**src/rtl/button_cmd_sched_pkg.sv**
```systemverilog
// ---------------------------------------------------------------------------
// button_cmd_sched_pkg
// Shared definitions for the button command front-end and its consumer
// (the Temporizer decodes the same command codes).
//   - CMD_* : 3-bit command codes carried on cmd_code
//   - BTN_* : bit positions of the buttons in the internal level vector
//   - sched_state_t : repeat FSM state encoding
//   - cmd_entry_t   : one buffered command {code, repeat flag}
// ---------------------------------------------------------------------------
package button_cmd_sched_pkg;

    localparam logic [2:0] CMD_NONE   = 3'd0;
    localparam logic [2:0] CMD_UP     = 3'd1;
    localparam logic [2:0] CMD_DOWN   = 3'd2;
    localparam logic [2:0] CMD_LEFT   = 3'd3;
    localparam logic [2:0] CMD_RIGHT  = 3'd4;
    localparam logic [2:0] CMD_ACTION = 3'd5;

    localparam int BTN_UP     = 0;
    localparam int BTN_DOWN   = 1;
    localparam int BTN_LEFT   = 2;
    localparam int BTN_RIGHT  = 3;
    localparam int BTN_ACTION = 4;
    localparam int BTN_N      = 5;

    typedef enum logic [1:0] {
        ST_IDLE   = 2'd0,
        ST_HOLD   = 2'd1,
        ST_REPEAT = 2'd2
    } sched_state_t;

    typedef struct packed {
        logic [2:0] code;
        logic       rpt;
    } cmd_entry_t;

    localparam int ENTRY_W = $bits(cmd_entry_t);

endpackage

```
**src/rtl/button_cmd_sched_cmd_fifo2.sv**
```systemverilog
// ---------------------------------------------------------------------------
// cmd_fifo2
// Two-entry synchronous FIFO holding command entries. Slot 0 is always the
// head; a pop shifts slot 1 forward. Push and pop in the same cycle are both
// honoured, so a full FIFO accepts a push when it is also being popped.
//   clk, rst      : clock, synchronous active-high reset
//   push_i        : write push_data_i (ignored when full and not popping)
//   push_data_i   : entry to write
//   pop_i         : remove the head (ignored when empty)
//   head_o        : head entry, all zeros when empty
//   full_o        : two entries held
//   empty_o       : no entries held
// ---------------------------------------------------------------------------
module cmd_fifo2
    import button_cmd_sched_pkg::*;
(
    input  logic               clk,
    input  logic               rst,
    input  logic               push_i,
    input  logic [ENTRY_W-1:0] push_data_i,
    input  logic               pop_i,
    output logic [ENTRY_W-1:0] head_o,
    output logic               full_o,
    output logic               empty_o
);

    logic [ENTRY_W-1:0] slot0_q;
    logic [ENTRY_W-1:0] slot1_q;
    logic [1:0]         count_q;
    logic               pop_ok;
    logic               push_ok;

    assign empty_o = (count_q == 2'd0);
    assign full_o  = (count_q == 2'd2);
    assign head_o  = empty_o ? '0 : slot0_q;

    assign pop_ok  = pop_i && !empty_o;
    assign push_ok = push_i && (!full_o || pop_ok);

    // NOTE: every flop is written with <= so all registers see pre-edge values.
    always_ff @(posedge clk) begin
        if (rst) begin
            // NOTE: the two slots are tiny, so they are reset along with the
            // count; this keeps the head deterministic in simulation.
            slot0_q <= '0;
            slot1_q <= '0;
            count_q <= 2'd0;
        end else begin
            case ({push_ok, pop_ok})
                2'b10: begin
                    if (count_q == 2'd0) slot0_q <= push_data_i;
                    else                 slot1_q <= push_data_i;
                    count_q <= count_q + 2'd1;
                end
                2'b01: begin
                    slot0_q <= slot1_q;
                    count_q <= count_q - 2'd1;
                end
                2'b11: begin
                    // Occupancy unchanged; the new entry lands behind the
                    // surviving one (or becomes the head if none survives).
                    if (count_q == 2'd1) begin
                        slot0_q <= push_data_i;
                    end else begin
                        slot0_q <= slot1_q;
                        slot1_q <= push_data_i;
                    end
                end
                default: ;
            endcase
        end
    end

endmodule

```
**src/rtl/button_cmd_sched.sv**
```systemverilog
// ---------------------------------------------------------------------------
// button_cmd_sched
// Front-end between the debouncer and the Temporizer. Turns five debounced
// button levels into single prioritised command events, auto-repeats
// up/down while held, and delivers commands over valid/ready through a
// two-entry buffer.
//   clk, rst      : clock, synchronous active-high reset
//   btn_*         : debounced button levels
//   cmd_valid     : head command present
//   cmd_code      : head command code (CMD_* in the package), 0 when empty
//   cmd_repeat    : head command is an auto-repeat
//   cmd_ready     : consumer takes the head this cycle
//   overflow      : sticky, a press was dropped because the buffer was full
//   overflow_clr  : clears overflow (a same-cycle drop wins)
// ---------------------------------------------------------------------------
module button_cmd_sched
    import button_cmd_sched_pkg::*;
#(
    parameter int HOLD_CYCLES   = 25000000,
    parameter int REPEAT_CYCLES = 5000000,
    parameter int CNT_W         = 25
) (
    input  logic       clk,
    input  logic       rst,
    input  logic       btn_up,
    input  logic       btn_down,
    input  logic       btn_left,
    input  logic       btn_right,
    input  logic       btn_action,
    output logic       cmd_valid,
    output logic [2:0] cmd_code,
    output logic       cmd_repeat,
    input  logic       cmd_ready,
    output logic       overflow,
    input  logic       overflow_clr
);

    localparam logic [CNT_W-1:0] HOLD_LAST   = CNT_W'(HOLD_CYCLES - 1);
    localparam logic [CNT_W-1:0] REPEAT_LAST = CNT_W'(REPEAT_CYCLES - 1);

    // Input stage: current and previous registered levels.
    logic [BTN_N-1:0] btn_q;
    logic [BTN_N-1:0] btn_prev_q;
    logic [BTN_N-1:0] rise;

    // Repeat FSM.
    sched_state_t     state_q;
    logic [CNT_W-1:0] cnt_q;
    logic [2:0]       owner_q;

    // Event and buffer signals.
    logic       press_evt;
    logic [2:0] press_code;
    logic       owner_level;
    logic       period_done;
    logic       repeat_evt;
    logic       fifo_push;
    logic       fifo_pop;
    logic       fifo_full;
    logic       fifo_empty;
    logic       drop_press;
    cmd_entry_t push_entry;
    cmd_entry_t head_entry;
    logic       overflow_q;

    always_ff @(posedge clk) begin
        if (rst) begin
            btn_q      <= '0;
            btn_prev_q <= '0;
        end else begin
            btn_q      <= {btn_action, btn_right, btn_left, btn_down, btn_up};
            btn_prev_q <= btn_q;
        end
    end

    assign rise = btn_q & ~btn_prev_q;

    // Priority encoder: action > up > down > left > right. Lower-priority
    // rises in the same cycle are discarded.
    // NOTE: every always_comb output gets a default first so no latch is inferred.
    always_comb begin
        press_code = CMD_NONE;
        if      (rise[BTN_ACTION]) press_code = CMD_ACTION;
        else if (rise[BTN_UP])     press_code = CMD_UP;
        else if (rise[BTN_DOWN])   press_code = CMD_DOWN;
        else if (rise[BTN_LEFT])   press_code = CMD_LEFT;
        else if (rise[BTN_RIGHT])  press_code = CMD_RIGHT;
    end

    assign press_evt = (press_code != CMD_NONE);

    // A repeat fires at the end of a hold/repeat period while the owner is
    // still held; a simultaneous press preempts it.
    always_comb begin
        owner_level = (owner_q == CMD_UP) ? btn_q[BTN_UP] : btn_q[BTN_DOWN];
        period_done = ((state_q == ST_HOLD)   && (cnt_q == HOLD_LAST)) ||
                      ((state_q == ST_REPEAT) && (cnt_q == REPEAT_LAST));
        repeat_evt  = (state_q != ST_IDLE) && owner_level && period_done && !press_evt;
    end

    always_ff @(posedge clk) begin
        if (rst) begin
            state_q <= ST_IDLE;
            cnt_q   <= '0;
            owner_q <= CMD_NONE;
        end else if (press_evt) begin
            cnt_q <= '0;
            if (press_code == CMD_UP || press_code == CMD_DOWN) begin
                state_q <= ST_HOLD;
                owner_q <= press_code;
            end else begin
                state_q <= ST_IDLE;
                owner_q <= CMD_NONE;
            end
        end else begin
            case (state_q)
                ST_HOLD, ST_REPEAT: begin
                    if (!owner_level) begin
                        state_q <= ST_IDLE;
                        cnt_q   <= '0;
                        owner_q <= CMD_NONE;
                    end else if (period_done) begin
                        state_q <= ST_REPEAT;
                        cnt_q   <= '0;
                    end else begin
                        cnt_q <= cnt_q + CNT_W'(1);
                    end
                end
                default: ;
            endcase
        end
    end

    // Presses may use a slot freed by a same-cycle pop; repeats only enter an
    // empty buffer so a slow consumer never builds a repeat backlog.
    assign fifo_pop   = cmd_valid && cmd_ready;
    assign drop_press = press_evt && fifo_full && !fifo_pop;
    assign fifo_push  = press_evt ? !drop_press : (repeat_evt && fifo_empty);

    always_comb begin
        push_entry.code = press_evt ? press_code : owner_q;
        push_entry.rpt  = !press_evt;
    end

    cmd_fifo2 u_fifo (
        .clk         (clk),
        .rst         (rst),
        .push_i      (fifo_push),
        .push_data_i (push_entry),
        .pop_i       (fifo_pop),
        .head_o      (head_entry),
        .full_o      (fifo_full),
        .empty_o     (fifo_empty)
    );

    always_ff @(posedge clk) begin
        if (rst)               overflow_q <= 1'b0;
        else if (drop_press)   overflow_q <= 1'b1;
        else if (overflow_clr) overflow_q <= 1'b0;
    end

    assign cmd_valid  = !fifo_empty;
    assign cmd_code   = head_entry.code;
    assign cmd_repeat = head_entry.rpt;
    assign overflow   = overflow_q;

endmodule
```
**config.mk**
```make
export PLATFORM = sky130hd
export DESIGN_NAME = button_cmd_sched
export DESIGN_NICKNAME = d
export VERILOG_FILES = /design/src/rtl/button_cmd_sched_pkg.sv /design/src/rtl/button_cmd_sched_cmd_fifo2.sv /design/src/rtl/button_cmd_sched.sv
export SDC_FILE = /design/constraint.sdc
export NUM_CORES = 1
export LEC_CHECK = 0
export ABC_AREA = 0
export CAP_MARGIN = 0
export CORE_MARGIN = 5
export CORE_UTILIZATION = 54
export CTS_CLUSTER_DIAMETER = 50
export DETAILED_ROUTE_END_ITERATION = 16
export GPL_ROUTABILITY_DRIVEN = 0
export PLACE_DENSITY = 0.76
export RECOVER_POWER = 25
export SYNTH_ARGS = -nofsm -noshare
export SYNTH_HDL_FRONTEND = slang
export SYNTH_SLANG_ARGS = --single-unit
```
**constraint.sdc**
```tcl
create_clock -name clk -period 2.8 [get_ports clk]
set_input_delay 0.42 -clock clk [delete_from_list [all_inputs] [get_ports clk]]
set_output_delay 0.42 -clock clk [all_outputs]
set_load 0.01 [all_outputs]
```
# Word-level counts from Yosys, hierarchy flattened
# Cells that the tools add are included.
[word_totals] regBits=51 latch_bits=0 mem_bits_rw=0 romBits=0 in_bits=9 output_inout_bits=6 elab_cells=93 n_memories=0
[classes] add_sub_neg=3 n_mul=0 div=0 order_cmp=0 eq_ne=17 shift=0 n_mux=29 n_bitwise=2 reduce_logical=33
[ops] cell="$mux 25" count=2
[ops] cell="$mux 3" count=10
[ops] cell="$add 25x1->25 const B" count=1
[ops] cell="$eq 25x23->1 const B" count=1
[ops] cell="$eq 25x25->1 const B" count=1
[ops] cell="$mux 4" count=5
[ops] cell="$pmux 4 s3" count=1
[ops] cell="$logic_and 1x1->1" count=11
[ops] cell="$reduce_bool 2->1" count=5
[ops] cell="$eq 2x2->1 const B" count=4
[ops] cell="$mux 2" count=4
[ops] cell="$ne 2x2->1 const B" count=4
[ops] cell="$pmux 4 s2" count=1
[ops] cell="$eq 2x1->1 const B" count=3
[ops] cell="$eq 3x1->1 const B" count=2
[ops] cell="$reduce_and 2->1" count=3
[ops] cell="$reduce_bool 3->1" count=2
[ops] cell="$and 5x5->5" count=1
[ops] cell="$logic_not 1->1" count=5
[ops] cell="$mux 1" count=5
[ops] cell="$not 5->5" count=1
[ops] cell="$pmux 2 s2" count=1
[ops] cell="$reduce_or 2->1" count=2
[ops] cell="$eq 3x2->1 const B" count=1
[ops] cell="other kinds (6)" count=8

# Longest topological paths before layout
# Gate-level depths: netlist (run 1).
[logic_depth] ltp_word=16 depth_mapped=13 mapped_depth_nobuf=13

# Hierarchy
# Synthesis (run 1) repeated with hierarchy kept, for this count alone.
[hier_totals] cells_unflattened=322 area_unflattened_um2=2707.6
[modules_own_cells] module="button_cmd_sched" n_inst=1 cells_per_inst=260 area_each_um2=2160.8 seq_area_each_um2=820.8
[modules_own_cells] module="cmd_fifo2" n_inst=1 cells_per_inst=62 area_each_um2=546.8 seq_area_each_um2=200.2

# Worst setup path after synthesis (run 1)
# OpenSTA, ideal clock, no wires.
[synth_timing] path_kind="reg-to-reg" from="register cnt_q[15]" to="register u_fifo.slot1_q[2]" setup_time_ps=71 t_arrival_ps=2599 required_ps=2729 slack_ps=130 stages_incl_launch_ff=11 n_path_buf=0 synth_period_minus_slack_ps=2670 cell_sequence="dfxtp_1 -> or4b_4 -> nor4_4 -> o2111a_2 -> o21ai_1 -> inv_1 -> ha_1 -> nor2b_1 -> o21ai_1 -> or3_1 -> a21oi_1"
[synth_between] elab_chain_len=11 word_cells_on_any_way=17 cone_classes="eq/ne: 6; mux: 2; reduce/logical: 9"
[synth_rtl] item="start: declaration" line_no="button_cmd_sched.sv:48" rtl="logic [CNT_W-1:0] cnt_q;"
[synth_rtl] item="start signal: assignment" line_no="button_cmd_sched.sv:126" rtl="cnt_q <= cnt_q + CNT_W'(1);"
[synth_rtl] item="$eq 25x25->1 / $eq 25x23->1 (equally long branches)" line_no="button_cmd_sched.sv:96, button_cmd_sched.sv:97"
[synth_rtl] item="$logic_and 1x1->1 (on tied branches)" line_no="button_cmd_sched.sv:96, button_cmd_sched.sv:97"
[synth_rtl] item="$logic_or 1x1->1 (*)" line_no="button_cmd_sched.sv:96" rtl="period_done = ((state_q == ST_HOLD) && (cnt_q == HOLD_LAST)) ||"
[synth_rtl] item="$logic_and 1x1->1 (*) (2 in series)" line_no="button_cmd_sched.sv:98" rtl="repeat_evt = (state_q != ST_IDLE) && owner_level && period_done && !press_evt;"
[synth_rtl] item="$logic_and 1x1->1 (*)" line_no="button_cmd_sched.sv:138" rtl="assign fifo_push = press_evt ? !drop_press : (repeat_evt && fifo_empty);"
[synth_rtl] item="$mux 1 (*)" line_no="button_cmd_sched.sv:138"
[synth_rtl] item="$logic_and 1x1->1 (*)" line_no="button_cmd_sched_cmd_fifo2.sv:38" rtl="assign push_ok = push_i && (!full_o || pop_ok);"
[synth_rtl] item="$eq 2x2->1" line_no="button_cmd_sched_cmd_fifo2.sv:49" rtl="case ({push_ok, pop_ok})"
[synth_rtl] item="$ne 2x2->1 (no line) / $reduce_bool 2->1 (equally long branches)"
[synth_rtl] item="$reduce_and 3->1 (no line)"
[synth_rtl] item="end signal: assignment" line_no="button_cmd_sched_cmd_fifo2.sv:52" rtl="else slot1_q <= push_data_i;"
[synth_rtl] item="end signal: assignment" line_no="button_cmd_sched_cmd_fifo2.sv:66" rtl="slot1_q <= push_data_i;"
[synth_rtl] item="end: declaration" line_no="button_cmd_sched_cmd_fifo2.sv:28" rtl="logic [ENTRY_W-1:0] slot1_q;"
# Mark *: on every way between the ends. The rest lies on a longest branch, timed or not.
# A chain may end at the register's enable or synchronous reset.

# Worst setup path after layout (run 1)
[layout_timing] from="register cnt_q[15]" to="register u_fifo.slot0_q[1]"
[layout_between] elab_chain_len=11 word_cells_on_any_way=17 cone_classes="eq/ne: 6; mux: 2; reduce/logical: 9"
[layout_rtl] item="$eq 25x25->1 / $eq 25x23->1 (equally long branches)" line_no="button_cmd_sched.sv:96, button_cmd_sched.sv:97"
[layout_rtl] item="$logic_and 1x1->1 (on tied branches)" line_no="button_cmd_sched.sv:96, button_cmd_sched.sv:97"
[layout_rtl] item="$logic_or 1x1->1 (*)" line_no="button_cmd_sched.sv:96"
[layout_rtl] item="$logic_and 1x1->1 (*) (2 in series)" line_no="button_cmd_sched.sv:98"
[layout_rtl] item="$logic_and 1x1->1 (*)" line_no="button_cmd_sched.sv:138"
[layout_rtl] item="$mux 1 (*)" line_no="button_cmd_sched.sv:138"
[layout_rtl] item="$logic_and 1x1->1 (*)" line_no="button_cmd_sched_cmd_fifo2.sv:38"
[layout_rtl] item="$eq 2x2->1 / $eq 2x1->1 (equally long branches)" line_no="button_cmd_sched_cmd_fifo2.sv:49"
[layout_rtl] item="$ne 2x2->1 (no line) / $reduce_bool 3->1 (equally long branches)"
[layout_rtl] item="$reduce_and 2->1 (no line)"
[layout_rtl] item="end signal: assignment" line_no="button_cmd_sched_cmd_fifo2.sv:51" rtl="if (count_q == 2'd0) slot0_q <= push_data_i;"
[layout_rtl] item="end signal: assignment" line_no="button_cmd_sched_cmd_fifo2.sv:56" rtl="slot0_q <= slot1_q;"
[layout_rtl] item="end signal: assignment" line_no="button_cmd_sched_cmd_fifo2.sv:63" rtl="slot0_q <= push_data_i;"
[layout_rtl] item="end: declaration" line_no="button_cmd_sched_cmd_fifo2.sv:27" rtl="logic [ENTRY_W-1:0] slot0_q;"
# Marks and branches as above.

==> results by stage, run 1 <==
Floorplan:
- The floorplan core area is 0.005439 sq mm.
- The number of rows in the core area is 27.
- The y dimension of the die is 84.23 microns.
- The area of the die is 0.007095 sq mm.
- 15 I/O pins were placed.
- The die extent in x is 84.23 microns.
- Once the floorplan was initialized, standard cells occupied 54.70% of the core.

Finish:
- Compared with the post-synthesis result, the final layout area differs by 16.74%.
- The final instance count without filler cells is 445.
- The layout cell share with drive strength beyond 1 is 14.75%.
- The cell area after layout is 0.003473 sq mm.
- The final layout contains 392 nets.
- The number of antenna diodes in the final layout is 0.

Synthesis:
- In the synthesized netlist the async set-or-reset flop fraction comes to 0%.
- Among all flip-flop cells after synthesis, the most frequent one is dfxtp_1.
- The instance count of the mapped netlist is between 300 and 400.
- The Yosys step of the flow raised 0 warnings.
- The sequential-to-total area share from yosys stat is 34.31%.
- The netlist uses 64 different library cells.
- The combined area of all synthesized cells is ~0.0030 sq mm.
- A synthesized cell averages about 8.6 sq um.
- In this run, synthesis produced a sequential element count of 51.
- The number of nets produced by synthesis is 364.
- Counting flops with a built-in enable in the synthesized netlist gives 0.

Global routing:
- The pin count of the biggest net entering global routing is 37.
- The first global-routing pass estimated 12.20 mm of wire.
- The via count of the first global-routing pass is 2545.
- The overall routing resource usage is between 20% and 30%.
- The initial antenna violation count is 0.
- The remaining global-route overflow is 0.

CTS:
- The clock transition at the registers of the reported paths is about 0.10 ns.
- The tree is rooted in a clkbuf_8.
- The number of clock sinks is 51.
- The number of buffers between clock root and the deepest sink is 2.
- The CTS tree is yes.
- Counting the buffers created by CTS gives 5.
- At the later pin of the worst-skew pair, clock insertion delay measures 0.31 ns.
- The H-tree generated during clock tree synthesis spans 2 levels.
- Buffers inserted to repair hold after CTS numbered 0.

Critical path:
- For the worst setup path, the data required time is 3.05 ns.
- The slowest stage of the critical path belongs to the cell or4b_4.
- The worst setup path is launched from a register.
- The number of cells on the worst reg-to-reg path is 11.
- STA puts the critical path data arrival time at 2.86 ns.
- The maximum fanout along the worst path is 4.
- The signal on the critical path passes through or4b_4, nor4_4, o2111a_2, o21ai_2, inv_1, ha_2, and2_4, o21ai_0, o221ai_1, o211ai_1, a31oi_1.
- On the critical path the largest part of the delay comes from simple AND/OR/NAND/NOR gates.
- The worst setup path is of the reg -> reg kind.
- STA classifies the critical path endpoint as a register.
- The number of buffers and inverters on the critical path is 1.
- The critical path runs through a total of 11 cells.
- The maximum cell stage delay along the critical path is 0.56 ns.

Power:
- The reported net switching power is 0.0005980 W.
- For this design the ratio of total power to cell area is 552.7 mW/mm^2.
- The fraction of power consumed by sequential logic is 42.1%.
- The leakage dissipation is 1.253 nW.
- The maximum vdd ir drop is between 0.0003 and 0.0004 V.
- Combinational cells account for between 20 and 30% of the total power.
- Of the total power, the share spent switching nets is 31.15%.
- The final total power is 0.001920 W.
- The design internal power is 0.001322 W.
- The clock network accounts for about 28% of the total power.

Timing:
- Setup violations remaining at the end of the flow were counted as 0.
- The aggregate negative setup slack is 0 ns.
- The number of failing hold endpoints at the final stage is 0.
- The number of max-slew violations in the final report is 0.
- The smallest clock period supported by the final layout is computed as 2.616 ns.
- The post-route worst hold slack is roughly 0.45 ns.
- The share of the clock period used by the worst path is 93.44%.
- The timing-limited maximum frequency is about 380 MHz.
- The final clock skew is 0.01231 ns.
- The transition time at the pin with the least slew margin is 0.8501 ns.
- The headroom to the max-slew limit is 43.32%.

Status:
- The run finished with clean final reports.

Drt:
- Across all layers, the routed design uses 2725 vias.
- Wires add up to between 7 and 8 mm.
- In the routed design, unresolved DRC markers number 0.
- For this run, the detailed router's first-pass iteration total came to 4.
- The detail route stage leaves a number of antenna-violating nets equal to 0.
- The average via count per standard cell is 6.124.
- The first routing iteration left 234 violations.
- In the final routed layout, each cell accounts on average for 15.96 microns.

Job:
- The max-cap check violation count is 0.

Placed design:
- Including well taps, the total number of placed cells is between 400 and 500.
- The count of buffers added on input and output ports is 14.
- Detailed placement ended at an HPWL of 5.028 mm.
- After detailed placement, the total cell area comes to 0.003301 sq mm.

Min path:
- The worst hold path was traced through 2 stages.
- The worst hold path belongs to the class reg -> reg.
## Yosys cell counts (8+ instances only)
cell type	count	area, sq um
a21oi_1	10	50.05
a41oi_1	12	105.1
clkbuf_1	12	45.04
dfxtp_1	51	1021
ha_1	11	137.6
inv_1	18	67.56
mux2i_1	8	80.08
nand2_1	23	86.33
nand2b_1	12	75.07
nand3_1	13	65.06
nand4_1	14	87.58
nor2_1	24	90.09
nor2b_1	24	150.1
## flip-flops by register name (all words and copies together), names as in the netlist
signal / count
cnt_q: 25
btn_prev_q: 5
btn_q: 5
u_fifo.slot0_q: 4
u_fifo.slot1_q: 4
owner_q: 3
state_q: 2
u_fifo.count_q: 2
overflow: 1
## final timing paths
check,from,end,slack [ns]
max reg2reg,cnt_q[15],u_fifo.slot0_q[1],0.18
min reg2reg,u_fifo.slot0_q[3],u_fifo.slot0_q[3],0.45
max,cnt_q[15],u_fifo.slot0_q[1],0.18
min,u_fifo.slot0_q[3],u_fifo.slot0_q[3],0.45
## power by group through the flow
stage	clock network, W	logic [W]	registers, W
after floorplan	0	0.000379	0.000819
after global placement	0	0.000521	0.000824
after detailed placement	0	0.000540	0.000826
after CTS	0.000552	0.000551	0.000809
after global routing	0.000589	0.000635	0.000816
final	0.000537	0.000574	0.000809
## worst register-to-register path, cell delays in order, from the launching register on
cell      delay (ns)
dfxtp_1         0.35
or4b_4          0.56
nor4_4          0.24
o2111a_2        0.26
o21ai_2         0.06
inv_1           0.10
ha_2            0.21
and2_4          0.16
o21ai_0         0.08
o221ai_1        0.23
o211ai_1        0.13
a31oi_1         0.17
## per-stage QoR
step,setup WS [ns],utilization [%]
2_1_floorplan,0.1303,-
3_3_place_gp,0.01343,60.69
3_5_place_dp,-0.1445,60.69
4_1_cts,0.03709,62.96
5_1_grt,-0.0009850,63.86
6_report,0.1836,63.86
## layout make-up
| class | count | area, sq um |
|---|---|---|
| clock inverter | 2 | 35.03 |
| multi-input combinational | 258 | 1859 |
| tap | 72 | 90.09 |
| timing repair buffer | 38 | 316.6 |
| sequential | 51 | 1022 |
| clock buffer | 6 | 82.58 |
| fill | 460 | 1966 |
| inverter | 18 | 67.56 |
## logic make-up after synthesis
kind of cell | Yosys count | synth area share [%]
compound gates | 73 | 18.84
flops | 51 | 34.31
simple gates | 156 | 31.12
fa+ha+maj | 11 | 4.626
buf+inv | 35 | 4.793
mux | 13 | 4.836
xor+xnor | 5 | 1.472
## what timing repair did
| item | 4_1_cts | 5_1_grt |
|---|---|---|
| hold endpoints to repair | 0 | 0 |
| pin swaps | 1 | 3 |
| endpoints found under the setup margin | 5 | 8 |
| resized for setup | 2 | 10 |
| setup buffers | 0 | 2 |
## cells in the final DEF (no fill, tap or decap), drive strengths merged, types with 12 or more instances in the layout
| cell | n |
|---|---|
| clkdlybuf4s50 | 12 |
| nand4 | 14 |
| nor2b | 24 |
| a41oi | 12 |
| dfxtp | 51 |
| o21ai | 12 |
| buf | 23 |
| nand3 | 13 |
| nand2 | 23 |
| nand2b | 12 |
| nor2 | 24 |
| inv | 18 |
## layer usage
layer | vias up | GRT usage [%] | routed length (microns)
met5 | - | 0 | 0
met4 | 0 | 7.456 | 99
met3 | 9 | 3.533 | 385
met2 | 98 | 30.63 | 3106
met1 | 1278 | 30.09 | 3511
li1 | 1340 | - | -
(Power assumes the default switching activity.)
==> inputs of run 2 (changes only) <==
Settings changed: CORE_UTILIZATION 54 to 53, PLACE_DENSITY 0.76 to 0.75, SYNTH_HIERARCHICAL set to 1.
==> run 2 against run 1 <==
  * Critical path depth stayed put
  * Clock-buffer cell count stayed put
  * Core utilization is 2.9 points lower
  * Hold slack better by 0.0091 ns
  * Non-clock buffer count is 13 lower
  * Worst setup slack better by 0.0082 ns
  * Clock power is 21% lower
==> results by stage, run 2 <==
Status:
- The flow ran to the end, and the final reports show no timing, DRC or antenna violations.

Critical path:
- At the worst endpoint, the arrival time is 2.82 ns.
- The largest single stage delay on the critical path is 0.44 ns.
- The critical path is of the reg -> reg type.
- The kind of cell with the highest combined delay along the critical path is simple AND/OR/NAND/NOR gates.
- The critical register-to-register path endpoint is u_fifo/slot0_q[1].
- The critical path capture point type is a register.
- In this run the worst path has a maximum fanout of 5.
- The signal on the critical path passes through ha_1, nand3_1, nor3_2, o2111ai_2, or4_1, a21oi_2, buf_4, nand2_1, nand2_2, nand2_1, a311oi_2.
- Among all stages on the critical path, the largest delay is contributed by or4_1.
- The internal reg-to-reg setup slack is 0.19 ns.
- The startpoint identified for the worst register-to-register timing path is cnt_q[0].
- The launch point of the critical path is cnt_q[0].
- The most used cell along the critical path is nand2_1.
- The combined buffer and inverter count along the critical path is 1.
- The number of cells on the critical path is 11.
- The worst register-to-register path has a depth of 11.
- At the worst endpoint, the required time is 3.01 ns.
- The most critical setup path has its endpoint at u_fifo/slot0_q[1].
- The sort of element at the start of the critical path is a register.

Synthesis:
- The number of synthesized register bits is a little over 50.
- The top flip-flop cell by instance count after synthesis is dfxtp_1.
- During synthesis, Yosys emitted a total of 6 warnings.
- Sorting the synthesized cells by area gives the leading types as dfxtp_1 38%, nand2_1 5.0%, nand3_1 4.6%, nor2b_1 4.2%, mux2i_1 3.7%.
- Yosys mapped the design onto 54 distinct sky130hd cell types.
- The synthesized design devotes to its leading area cell type roughly 38% of total area.
- Synthesis produced a netlist with a net count of 338.
- The sequential-to-total area share from yosys stat is 37.71%.
- In the synthesized netlist the async set-or-reset flop fraction comes to 0%.
- After synthesis, the most frequently instantiated cells are 51 x dfxtp_1, 36 x nand2_1, 25 x nand3_1, 24 x nor2_1, 18 x nor2b_1.
- The post-synthesis cell type with the largest combined area is dfxtp_1.
- The instance count of the mapped netlist is between 300 and 400.
- The most frequently used cell type in the post-synthesis netlist is dfxtp_1.
- Each instance of the synthesized netlist takes up on average between 8 and 9 sq um.
- Summing every instance area after synthesis gives 0.002708 sq mm.
- The number of enable flip-flop cells after synthesis is 0.

Finish:
- The antenna diode count is 0.
- The top cell types in the final layout, fill and taps aside, are 51 x dfxtp_1, 36 x nand2_1, 25 x nand3_1.
- The area added between synthesis and finish is 13.49%.
- The register with the most flip-flops in the layout has 25 of them.
- Cells fill about three fifths of the core in the end.
- cnt_q holds more flip-flops than any other register.
- Excluding fillers, the count of instances in the completed layout stands at 413.
- In the final layout, the registers with the most flip-flops are cnt_q x25, btn_prev_q x5, btn_q x5.
- The layout cell share with drive strength beyond 1 is 9.621%.
- Leaving out fill and tap cells, the most frequent cell in the layout is dfxtp_1.
- The layout net count is 359.

Drt:
- In the routed layout, each cell is associated on average with a via count of 5.816.
- The final layout contains routed wiring with a total length of 5.758 mm.
- Dividing the detail-routed wire length by the instance count gives 13.94 microns.
- The final routed DRC violation total is 0.
- The number of optimization iterations in the first detailed-route pass is 4.
- The number of routed nets with antenna violations is 0.
- The violation count after the first detailed-routing iteration is 154.
- The via count is 2402.

Global routing:
- The global routing met2 resource utilization is 29.07%.
- The global-route met3 utilization is roughly 3.8%.
- The global-route wire length before repair is about 10 mm.
- The global-route track usage on met1 is 25.17%.
- Entering global routing, the biggest net connects 35 pins.
- The initial antenna violation count is 0.
- Global routing used between 10% and 20% of the available tracks across all layers.
- For this run the aggregate overflow at the end of global routing stands at 0.
- The via count of the first global-routing pass came to 2152.
- After global routing, the most crowded layer is met2.

Timing:
- For this run, the top clock speed supported by timing is between 300 and 400 MHz.
- The final clock skew is approximately 0.0084 ns.
- The share of the clock period used by the worst path is 93.15%.
- The number of max-slew violations in the final report is 0.
- The number of failing hold endpoints at the final stage was 0.
- At the pin with the least slew margin, the transition time is 1.026 ns.
- Setup violations remaining at the end of the flow were counted as 0.
- In this run the tightest slew margin relative to its limit is 31.57%.
- For the finished layout, the period the worst path requires is 2.608 ns.

Power:
- VDD sags by at most 0.0003462 V.
- The power per cell area is 585.8 mW/mm^2.
- The leakage dissipation is 1.060 nW.

Placed design:
- The number of I/O port buffers is 14.
- Once detailed placement completed, the half-perimeter wirelength came to 4.109 mm.
- The cell count after placement is 405.

Floorplan:
- The core region is 0.005042 sq mm.
- The area of the die is ~0.0066 sq mm.
- The number of rows in the core area is 26.
- The number of primary I/O pins is 15.
- Once the floorplan was initialized, standard cells occupied 53.70% of the core.
- The y dimension of the die is 81.48 microns.
- In this run the horizontal extent of the chip is 81.48 microns.

CTS:
- TritonCTS built the clock tree.
- The number of buffers between clock root and the deepest sink is 2.
- For the worst-skew pair, the clock arrives at the later sink with an insertion delay of 0.30 ns.
- The number of buffers created by CTS is 5.
- The H-tree generated during clock tree synthesis spans 2 levels.
- The cell chosen for the clock root is clkbuf_8.
- The clock transition at the registers of the reported paths is approximately 0.080 ns.
- The number of buffers added to fix hold violations after cts is 0.
- For this design, the sink count on the clock tree is 51.

Job:
- Max-cap violations in this run came to 0.

Min path:
- In this run the worst hold path is classified as reg -> reg.
## run 2: stage by stage
step	worst slack, ns	hold slack [ns]	TNS, ns	power, W	cell area [sq um]
after floorplan	0.1675	0.4297	0	0.001225	2708
after global placement	0.2207	0.4410	0	0.001376	2967
after detailed placement	0.1196	0.4479	0	0.001389	2967
after CTS	0.09659	0.4678	0	0.001809	3054
after global routing	-0.03247	0.5011	-0.07805	0.001909	3073
final	0.1919	0.4634	0	0.001800	3073
## run 2: worst min path at each step
stage,start,to,slack (ns),cells after the start
after floorplan,btn_q[3],btn_prev_q[3],0.43,1
after CTS,btn_q[3],btn_prev_q[3],0.47,1
after global routing,btn_q[3],btn_prev_q[3],0.50,1
final,btn_q[3],btn_prev_q[3],0.46,1
after detailed placement,btn_q[3],btn_prev_q[3],0.45,1
after global placement,btn_q[3],btn_prev_q[3],0.44,1
## run 2: repair_timing
item                       CTS  global route
setup endpoints to repair    0             9
gates resized for setup      0             3
buffers inserted             0             1
## run 2: worst register-to-register path, cell delays in order (launching register included)
cell,delay [ns]
dfxtp_1,0.39
ha_1,0.22
nand3_1,0.18
nor3_2,0.26
o2111ai_2,0.17
or4_1,0.44
a21oi_2,0.17
buf_4,0.14
nand2_1,0.11
nand2_2,0.12
nand2_1,0.07
a311oi_2,0.24
## run 2: cell type report
cell class                      count  area [sq um]
Fill cell                         472          1969
Multi-Input combinational cell    248          1613
Sequential cell                    51          1021
Timing Repair Buffer               25         219.0
Tap cell                           70         87.58
Clock buffer                        6         82.58
Inverter                           12         45.04
Clock inverter                      1         5.005
## run 2: kinds of logic after synthesis
logic type	count (synthesis)	synth area share, %
and+or+nand+nor	167	34.94
AOI/OAI and AO/OA	57	14.79
DFF	51	37.71
buffers and inverters	23	3.281
muxes	11	4.113
adders and majority gates	7	3.235
xor gates and xnor gates	6	1.941
## run 2: report_power, final
| group | internal, W | switching, W |
|---|---|---|
| combinational | 0.000263 | 0.000290 |
| sequential | 0.000789 | 0.0000352 |
| clock | 0.000194 | 0.000229 |
## run 2: metal layers
metal	vias up	routed length [microns]
met3	11	252
met5	-	0
met2	51	2530
met1	1119	2866
met4	0	109
li1	1221	-
